### config.mk
export PLATFORM = sky130hd
export DESIGN_NAME = mux_scan_n_to_1
export DESIGN_NICKNAME = d
export VERILOG_FILES = /design/src/rtl/mux_scan_n_to_1.sv
export SDC_FILE = /design/constraint.sdc
export NUM_CORES = 1
export LEC_CHECK = 0
export ABC_AREA = 1
export CAP_MARGIN = 20
export CORE_MARGIN = 2
export CORE_UTILIZATION = 61
export DETAILED_ROUTE_END_ITERATION = 10
export DONT_BUFFER_PORTS = 1
export PLACE_DENSITY = 0.8
export SLEW_MARGIN = 30
export SYNTH_ARGS = -nofsm -noshare
export SYNTH_HDL_FRONTEND = slang
export SYNTH_SLANG_ARGS = --single-unit
### constraint.sdc
create_clock -name clk -period 2.2 [get_ports clk]
set_clock_uncertainty 0.15 [all_clocks]
set_input_delay 0.22 -clock clk [delete_from_list [all_inputs] [get_ports clk]]
set_output_delay 0.22 -clock clk [all_outputs]
set_load 0.03 [all_outputs]
### src/rtl/mux_scan_n_to_1.sv
// rtl/mux_scan_n_to_1.sv - registered N:1 mux with manual select and timed auto-scan
module mux_scan_n_to_1 #(
    parameter int WIDTH = 8,
    parameter int CH    = 4,
    parameter int DWELL = 4
) (
    input  logic                        clk,
    input  logic                        rst_n,
    input  logic                        en,
    input  logic                        mode,
    input  logic [((CH > 1) ? $clog2(CH) : 1)-1:0] sel,
    input  logic [CH*WIDTH-1:0]         x,
    output logic [WIDTH-1:0]            y,
    output logic                        y_valid,
    output logic [((CH > 1) ? $clog2(CH) : 1)-1:0] cur_sel,
    output logic                        ch_change
);

    localparam int SEL_W  = (CH > 1) ? $clog2(CH) : 1;
    localparam int DCNT_W = (DWELL > 1) ? $clog2(DWELL + 1) : 1;
    localparam int NSLOT  = 2 ** SEL_W;

    localparam logic [SEL_W:0]    CH_L     = CH[SEL_W:0];
    localparam logic [SEL_W-1:0]  SEL_LAST = SEL_W'(CH - 1);
    localparam logic [DCNT_W-1:0] DLAST    = DCNT_W'(DWELL - 1);

    logic [SEL_W-1:0]  r_cur_sel;
    logic [DCNT_W-1:0] r_dcnt;
    logic [WIDTH-1:0]  r_y;
    logic              r_y_valid;
    logic              r_ch_change;

    logic [SEL_W-1:0]  w_nxt_sel;
    logic [DCNT_W-1:0] w_nxt_dcnt;
    logic [WIDTH-1:0]  w_nxt_y;
    logic              w_nxt_valid;
    logic              w_sel_ok;
    logic [WIDTH-1:0]  w_ch [NSLOT];

    // Slots beyond CH read as zero so a non-power-of-2 CH never indexes past x.
    for (genvar k = 0; k < NSLOT; k++) begin : g_slot
        if (k < CH) begin : g_used
            assign w_ch[k] = x[k*WIDTH +: WIDTH];
        end else begin : g_pad
            assign w_ch[k] = '0;
        end
    end

    assign w_sel_ok = ({1'b0, sel} < CH_L);

    always_comb begin
        w_nxt_sel   = r_cur_sel;
        w_nxt_dcnt  = r_dcnt;
        w_nxt_valid = 1'b0;
        if (en) begin
            if (!mode) begin
                w_nxt_dcnt = '0;
                if (w_sel_ok) begin
                    w_nxt_sel   = sel;
                    w_nxt_valid = 1'b1;
                end
            end else begin
                w_nxt_valid = 1'b1;
                if (r_dcnt >= DLAST) begin
                    w_nxt_dcnt = '0;
                    w_nxt_sel  = (r_cur_sel == SEL_LAST) ? '0 : r_cur_sel + SEL_W'(1);
                end else begin
                    w_nxt_dcnt = r_dcnt + DCNT_W'(1);
                end
            end
        end
        w_nxt_y = w_nxt_valid ? w_ch[w_nxt_sel] : '0;
    end

    always_ff @(posedge clk or negedge rst_n) begin
        if (!rst_n) begin
            r_cur_sel   <= '0;
            r_dcnt      <= '0;
            r_y         <= '0;
            r_y_valid   <= 1'b0;
            r_ch_change <= 1'b0;
        end else begin
            r_cur_sel   <= w_nxt_sel;
            r_dcnt      <= w_nxt_dcnt;
            r_y         <= w_nxt_y;
            r_y_valid   <= w_nxt_valid;
            r_ch_change <= (w_nxt_sel != r_cur_sel);
        end
    end

    assign y         = r_y;
    assign y_valid   = r_y_valid;
    assign cur_sel   = r_cur_sel;
    assign ch_change = r_ch_change;

endmodule

# ---- After elaboration in Yosys (flattened, before gate mapping)
# Cells that the tools add are included.
dict set report classes {
  addsub 2
  order_cmp 2
  eq_ne 2
  muxes 11
  n_bitwise 1
}
# operator count
set op_table {}
lappend op_table {{2-to-1 mux 8 bit} 3}
lappend op_table {{binary-select mux 8 bit (select 2 bit)} 1}
lappend op_table {{2-to-1 mux 2 bit} 4}
lappend op_table {{2-to-1 mux 3 bit} 2}
lappend op_table {{adder 3 x 1 -> 3 bit (second input constant)} 1}
lappend op_table {{>= comparator 3 x 2 -> 1 bit (second input constant)} 1}
lappend op_table {{>= comparator 3 bit (second input constant)} 1}
lappend op_table {{NOT 2 -> 3 bit} 1}
lappend op_table {{adder 2 x 1 -> 2 bit (second input constant)} 1}
lappend op_table {{equality test 2 bit (second input constant)} 1}
lappend op_table {{inequality test 2 bit} 1}
lappend op_table {{2-to-1 mux 1 bit} 1}
dict set report word_totals {
  reg_bits 15
  wordCells 23
}

# ---- Logic depth before layout (Yosys ltp)
# Gate-level depths: netlist (run 1).
dict set report depth {
  word_depth 10
  depth_mapped 12
  depth_no_buf 11
}

# ---- Least setup slack after synthesis (run 1)
# No wires, ideal clock.
dict set report synth_path {
  kind {register to register}
  startpoint {register r_dcnt[0]}
  endpoint {register r_y[6] (netlist: y[6])}
  setup_ns 0.134
  arrival_time_ns 1.597
  required_ns 1.916
  slack_ns 0.319
  stages_incl_launch_ff 12
  cell_sequence {dfrtp_1 -> ha_1 -> ha_1 -> nor2_4 -> nand2_2 -> nand2_2 -> nand3_2 -> nand2_4 -> buf_2 -> nand3_1 -> nand3_2 -> a21oi_2}
}
dict set report synth_via {
  elab_chain_cells 9
}
# item line
set synth_rtl {}
lappend synth_rtl {{from (decl)} 28} ;# logic [DCNT_W-1:0] r_dcnt;
lappend synth_rtl {{from (signal assigned)} 84} ;# r_dcnt <= w_nxt_dcnt;
lappend synth_rtl {{>= comparator 3 x 2 -> 1 bit} 64} ;# if (r_dcnt >= DLAST) begin
lappend synth_rtl {{2-to-1 mux 2 bit} 64}
lappend synth_rtl {{2-to-1 mux 2 bit} 56} ;# if (!mode) begin
lappend synth_rtl {{2-to-1 mux 2 bit} 55} ;# if (en) begin
lappend synth_rtl {{NOT 2 -> 3 bit (implied by the code)} 72} ;# w_nxt_y = w_nxt_valid ? w_ch[w_nxt_sel] : '0;
lappend synth_rtl {{binary-select mux 8 bit (select 2 bit)} 72}
lappend synth_rtl {{2-to-1 mux 8 bit (implied by the code) (2 in series)} 72}
lappend synth_rtl {{2-to-1 mux 8 bit} 72}
lappend synth_rtl {{net w_nxt_y[6]} 35} ;# logic [WIDTH-1:0] w_nxt_y;
lappend synth_rtl {{to (signal assigned)} 85} ;# r_y <= w_nxt_y;
lappend synth_rtl {{to (decl)} 29} ;# logic [WIDTH-1:0] r_y;
# The timed path passes the listed nets, and every way through them passes these cells. The select of a mux whose other input is x is not followed.
# A chain may end at the register's enable or synchronous reset.

# ---- Worst setup path in the final report (run 1)
dict set report layout_path {
  startpoint {register r_dcnt[0]}
  endpoint {register r_y[5] (netlist: y[5])}
}
# The elaborated chain is that of the path after synthesis.

==> reports/results.ini, run 1 <==
[outcome]
run_status=finished clean

[layout]
drive_gt1_share_pct=21.4
layout.nets=187
final-instance-count-excl-fill=161
layout_common_cells=inv_1, nand3_1, nand2_1
diodes=0
synthToLayoutAreaGrowth_pct=10.1

[synth]
ys_warn_count=0
synth_compound_gate_area_share_pct=8.57
yosysSeqAreaShare_pct=35.7
synth_top_family_by_area=simple AND/OR/NAND/NOR gates
ys_ff_latch=15
synthSimpleGateAreaFrac_pct=39.0
synth.mux.area_fraction_pct=0
synth_cell_type_count=25
synthAdderAreaFrac_pct=3.57
synth.top_cells.by_area=dfrtp_1, nand3_1, inv_1
synth_nets=179
synth_area_sq_mm=0.00105
yosys.area.top_type=dfrtp_1
synth_xor_area_share_pct=0.833
synth.avg_cell_area_sq_um=7.62
synth_top_area_share_pct=35.7
syn_inst=138

[cts]
cts-root-buf=clkbuf_4
clk_latency_ns=0.28
clk_path_buf_depth=2
htreeDepth=1
cts.sinks=15
cts_tree=yes
cts_buffers=3
cts.clk_slew.worst_paths_ns=0.09

[sta]
tightest_slew_ns=0.682
finalSetupViolCount=0
slew_headroom_pct=54.4
min_period_ns=2.08
hold_violations=0
hold_ws_ns=0.0123
fmax_mhz=480
drv_slew=0
finalCritPeriodShare_pct=94.8

[placed_design]
place_congestion=0.899
dp_hpwl_um=1580
dp.cells=153
io_buffers=0

[die]
io-pin-count=50
start_util_pct=67.4
die_h_um=45.5
chipWidth_um=45.5
die_area_sq_mm=0.00207
num_rows=14
fp.coreArea_sq_mm=0.00156

[grt]
antenna_found_initial=0
grt_pass1_wl_um=3550
grt_use_total_pct=24.0
grt_pass1_vias=811
grt_max_degree=19
grt-ovfl-total=0

[setup_path]
worstPathArrival_ns=2.13
endpoint_kind=flop
r2r_cells=9
cp-start-kind=flop
cp_max_fo=4
critPathKind=reg -> reg
rr_endpoint=y[5]
r2r_slack_ns=0.12
worstPathRequired_ns=2.25
r2r_start=r_dcnt[0]

[routing]
ant_nets=0
drtIter0Drc=31
route.detailed.drc=0
viasPerCell=6.00
dr.pass1.iters=4
wire_per_inst_um=14.5
wl_um=2340
vias=966

[worst_hold_path]
worstHoldEndpoint=y[4]
hold_class=in -> reg
hold_start=x[12]
hold_depth=4

[pwr]
power.density_mw_per_mm2=742
irDropWorstVdd_v=0.000403
p_leak_nw=0.607

[job]
max_cap_viol_count=0

==> layer usage <==
layer | track usage, % | part of all wire, % | vias to the layer above
met4 | 9.41 | 0.90 | 0
met5 | 0 | 0 | -
li1 | - | - | 458
met3 | 4.37 | 6.8 | 2
met2 | 37.2 | 50 | 55
met1 | 33.2 | 42 | 451
==> worst max-delay path: stages (launching register included) <==
cell and delay [ns]:
dfrtp_1 0.42, ha_1 0.21, ha_1 0.20, nor2_4 0.12, nand2_2 0.10, nand2_1 0.11
nand3_2 0.15, a21oi_2 0.29, nand3_1 0.11, a21oi_1 0.16
==> registers in the layout (all words and copies together), names as in the netlist <==
signal	cells
ch_change	1
cur_sel	2
r_dcnt	3
y	8
y_valid	1
==> synthesized netlist by cell type <==
master	instances
buf_1	1
nor2_4	1
nand2_1	16
dfrtp_1	15
o21ai_2	1
nand2_2	11
buf_6	1
inv_2	1
a21oi_1	7
xor2_1	1
a21oi_4	1
nand3b_1	8
nand3_2	2
nor2_2	2
clkbuf_1	1
a21oi_2	1
inv_1	27
ha_1	3
o32ai_1	1
o21ai_1	1
nor2_1	4
buf_2	1
nand2_4	2
o31ai_1	1
nand3_1	28
==> report_power, final <==
group	internal, mW	leakage [nW]	switching (mW)
Sequential	0.317	0.190	0.0861
Clock	0.0673	0.0177	0.0853
Combinational	0.109	0.400	0.194
Total	0.494	0.607	0.365
==> how the worst max path moves through the flow <==
stage	from	endpoint	slack (ns)	cells after the start
after floorplan	r_dcnt[0]	y[6]	0.32	11
after global placement	r_dcnt[0]	y[7]	0.22	9
final	r_dcnt[0]	y[5]	0.12	9
after global routing	r_dcnt[0]	y[2]	-0.01	9
after detailed placement	r_dcnt[0]	ch_change	0.14	11
after CTS	r_dcnt[0]	ch_change	0.14	11
==> logic make-up (layout without fill, tap and decap cells) <==
family,Yosys count,after routing
simple gates,74,74
flops,15,15
compound gates,13,14
xor+xnor,1,1
buf+inv,32,38
fa+ha+maj,3,3
==> stage by stage <==
| step | TNS (ns) | power [mW] | area (sq um) | util [%] | setup WS (ns) |
|---|---|---|---|---|---|
| detailed placement | 0 | 0.678 | 1070 | 68.6 | 0.140 |
| finish | 0 | 0.859 | 1160 | 74.2 | 0.115 |
| global route | -0.0290 | 0.912 | 1160 | 74.2 | -0.0119 |
| global placement | 0 | 0.670 | 1070 | 68.6 | 0.217 |
| floorplan | 0 | 0.629 | 1050 | - | 0.319 |
| CTS | 0 | 0.841 | 1130 | 72.3 | 0.137 |
==> area by class of cell <==
class                   instances  area [sq um]
multi-input cells              92           577
fillers                       115           402
flip-flops and latches         15           375
inverters                      28           105
repair buffers                  6          52.6
clock buffers                   3          22.5
well taps                      16          20.0
clock inverters                 1          5.00
==> timing repair <==
item                                    in CTS  in global routing
endpoints found under the setup margin       0                  7
buffers inserted                             0                  0
endpoints found under the hold margin       20                  0
hold buffers                                 3                  0
resized for setup                            0                  3
Note: power is estimated with default switching activity, not from simulation.
==> run 2: changes to the inputs <==
- SKIP_LAST_GASP: unset -> 1
- SLEW_MARGIN: 30 -> unset
==> results of run 2 <==
No change in the layout: final DEF, timing and power equal those of run 1.
==> run 3: changes to the inputs <==
- CORE_MARGIN: 2 -> 4
- SKIP_CTS_REPAIR_TIMING: unset -> 1
- TNS_END_PERCENT: unset -> 20
==> run 3 against run 2 <==
Effect of this change: the run now ends with hold timing left; non-clock buffer count stayed put; routed wire length is 4.4% lower; clock power hardly changed; total power is 2.4% lower; worst hold slack worse by 0.012 ns; combinational power is 6% lower; utilization is 2.0 points lower; first-iteration DRC count is 65% lower; design area is 2.7% lower; global-route usage is 5.4 points lower; via count is 3.4% lower.
==> reports/results.ini, run 3 (synthesis results as in run 1) <==
[routing]
wl_um=2230  ; was 2340 um
vias=933  ; was 966
dr.pass1.iters=4  ; unchanged
ant_nets=0  ; unchanged
route.detailed.drc=0  ; unchanged
drtIter0Drc=11  ; was 31
viasPerCell=5.83  ; was 6.00
wire_per_inst_um=14.0  ; was 14.5 um

[placed_design]
dp_hpwl_um=1740  ; was 1580 um
io_buffers=0  ; unchanged
dp.cells=153  ; unchanged
place_area_sq_mm=0.00107  ; unchanged
place_congestion=0.823  ; was 0.899

[die]
io-pin-count=50  ; unchanged
fp.coreArea_sq_mm=0.00156  ; unchanged
chipWidth_um=49.5  ; was 45.5 um
die_area_sq_mm=0.00245  ; was 0.00207 sq mm
die_h_um=49.5  ; was 45.5 um
start_util_pct=67.4  ; unchanged
num_rows=14  ; unchanged

[grt]
grt_use_total_pct=18.7  ; was 24.0%
grt_max_degree=19  ; unchanged
grt_pass1_wl_um=3550  ; unchanged
antenna_found_initial=0  ; unchanged
grt_pass1_vias=862  ; was 811
grt-ovfl-total=0  ; unchanged

[sta]
hold_violations=1  ; was 0
finalCritPeriodShare_pct=92.5  ; was 94.8%
fmax_mhz=491  ; was 480 MHz
rsz0062_at_grt=no
setup_tns_ns=0  ; unchanged
finalSetupViolCount=0  ; unchanged
slew_headroom_pct=56.3  ; was 54.4%
drv_slew=0  ; unchanged
hold_ws_ns=-0.000106  ; was 0.0123 ns
min_period_ns=2.04  ; was 2.08 ns
tightest_slew_ns=0.653  ; was 0.682 ns

[setup_path]
worstPathArrival_ns=2.08  ; was 2.13 ns
cp_max_fo=9  ; was 4
worstPathRequired_ns=2.25  ; about the same
rr_endpoint=y[5]  ; unchanged
r2r_cells=9  ; unchanged
r2r_start=r_dcnt[0]  ; unchanged
cp-start-kind=flop  ; unchanged
critPathKind=reg -> reg  ; unchanged
r2r_slack_ns=0.16  ; was 0.12 ns
endpoint_kind=flop  ; unchanged

[pwr]
p_leak_nw=0.598  ; was 0.607 nW
irDropWorstVdd_v=0.000477  ; was 0.000403 V
power_uw=838  ; was 859 uW
power.density_mw_per_mm2=744  ; was 742 mW/mm^2

[layout]
diodes=0  ; unchanged
largest_reg_flops=8  ; unchanged
synthToLayoutAreaGrowth_pct=7.14  ; was 10.1%
layout_commonest_cell=nand3_1
final_cell_area_sq_mm=0.00113  ; was 0.00116 sq mm
final-instance-count-excl-fill=160  ; was 161
layout_common_cells=nand3_1, inv_1, nand2_1  ; was inv_1, nand3_1, nand2_1
layout.nets=186  ; was 187
drive_gt1_share_pct=19.4  ; was 21.4%

[worst_hold_path]
worstHoldEndpoint=cur_sel[1]  ; was y[4]
hold_start=en  ; was x[12]
hold_depth=1  ; was 4
hold_class=in -> reg  ; unchanged

[cts]
clk_latency_ns=0.27  ; was 0.28 ns
cts.clk_slew.worst_paths_ns=0.09  ; about the same
cts_tree=yes  ; unchanged
cts-root-buf=clkbuf_4  ; unchanged
htreeDepth=1  ; unchanged
cts.sinks=15  ; unchanged
cts_buffers=3  ; unchanged
clk_path_buf_depth=2  ; unchanged

[job]
max_cap_viol_count=0  ; unchanged

[outcome]
violations=hold timing
run_status=complete, but fails checks  ; was finished clean

## run 3: worst max path at each step
stage / from / end / slack (ns) / cells after the start
finish: r_dcnt[0] / y[5] / 0.16 / 9
global route: r_dcnt[0] / y[0] / 0.02 / 9
CTS: r_dcnt[0] / y[3] / 0.17 / 9
detailed placement: r_dcnt[0] / y[3] / 0.19 / 9
global placement: r_dcnt[0] / y[3] / 0.25 / 9
floorplan: r_dcnt[0] / y[6] / 0.32 / 11
## run 3: metal layers
metal	global-route usage, %	wire, um
met5	0	0
met4	8.29	31
met3	4.82	184
met2	33.7	1170
met1	20.3	846
## run 3: area by class of cell
cell class	count	area (sq um)
well taps	16	20.0
clock buffers	4	26.3
multi-input cells	91	547
repair buffers	6	52.6
flip-flops and latches	15	375
fillers	114	433
inverters	28	105
## run 3: power breakdown
group | switching, mW | internal [mW] | leakage (nW)
clock | 0.0838 | 0.0702 | 0.0150
sequential | 0.0815 | 0.317 | 0.190
combinational | 0.182 | 0.104 | 0.394
## run 3: worst max-delay path: stages, from the launching register on
cell and delay [ns]:
dfrtp_1 0.42, ha_1 0.21, ha_1 0.21, nor2_4 0.11
nand2_2 0.09, nand2_1 0.06, nand3_1 0.12, a21oi_4 0.30
nand3_1 0.11, a21oi_1 0.17
## run 3: through the flow
stage / utilization [%] / worst slack (ns)
floorplan: - / 0.319
finish: 72.2 / 0.165
CTS: 70.3 / 0.172
global placement: 68.6 / 0.251
detailed placement: 68.6 / 0.194
global route: 72.2 / 0.0213
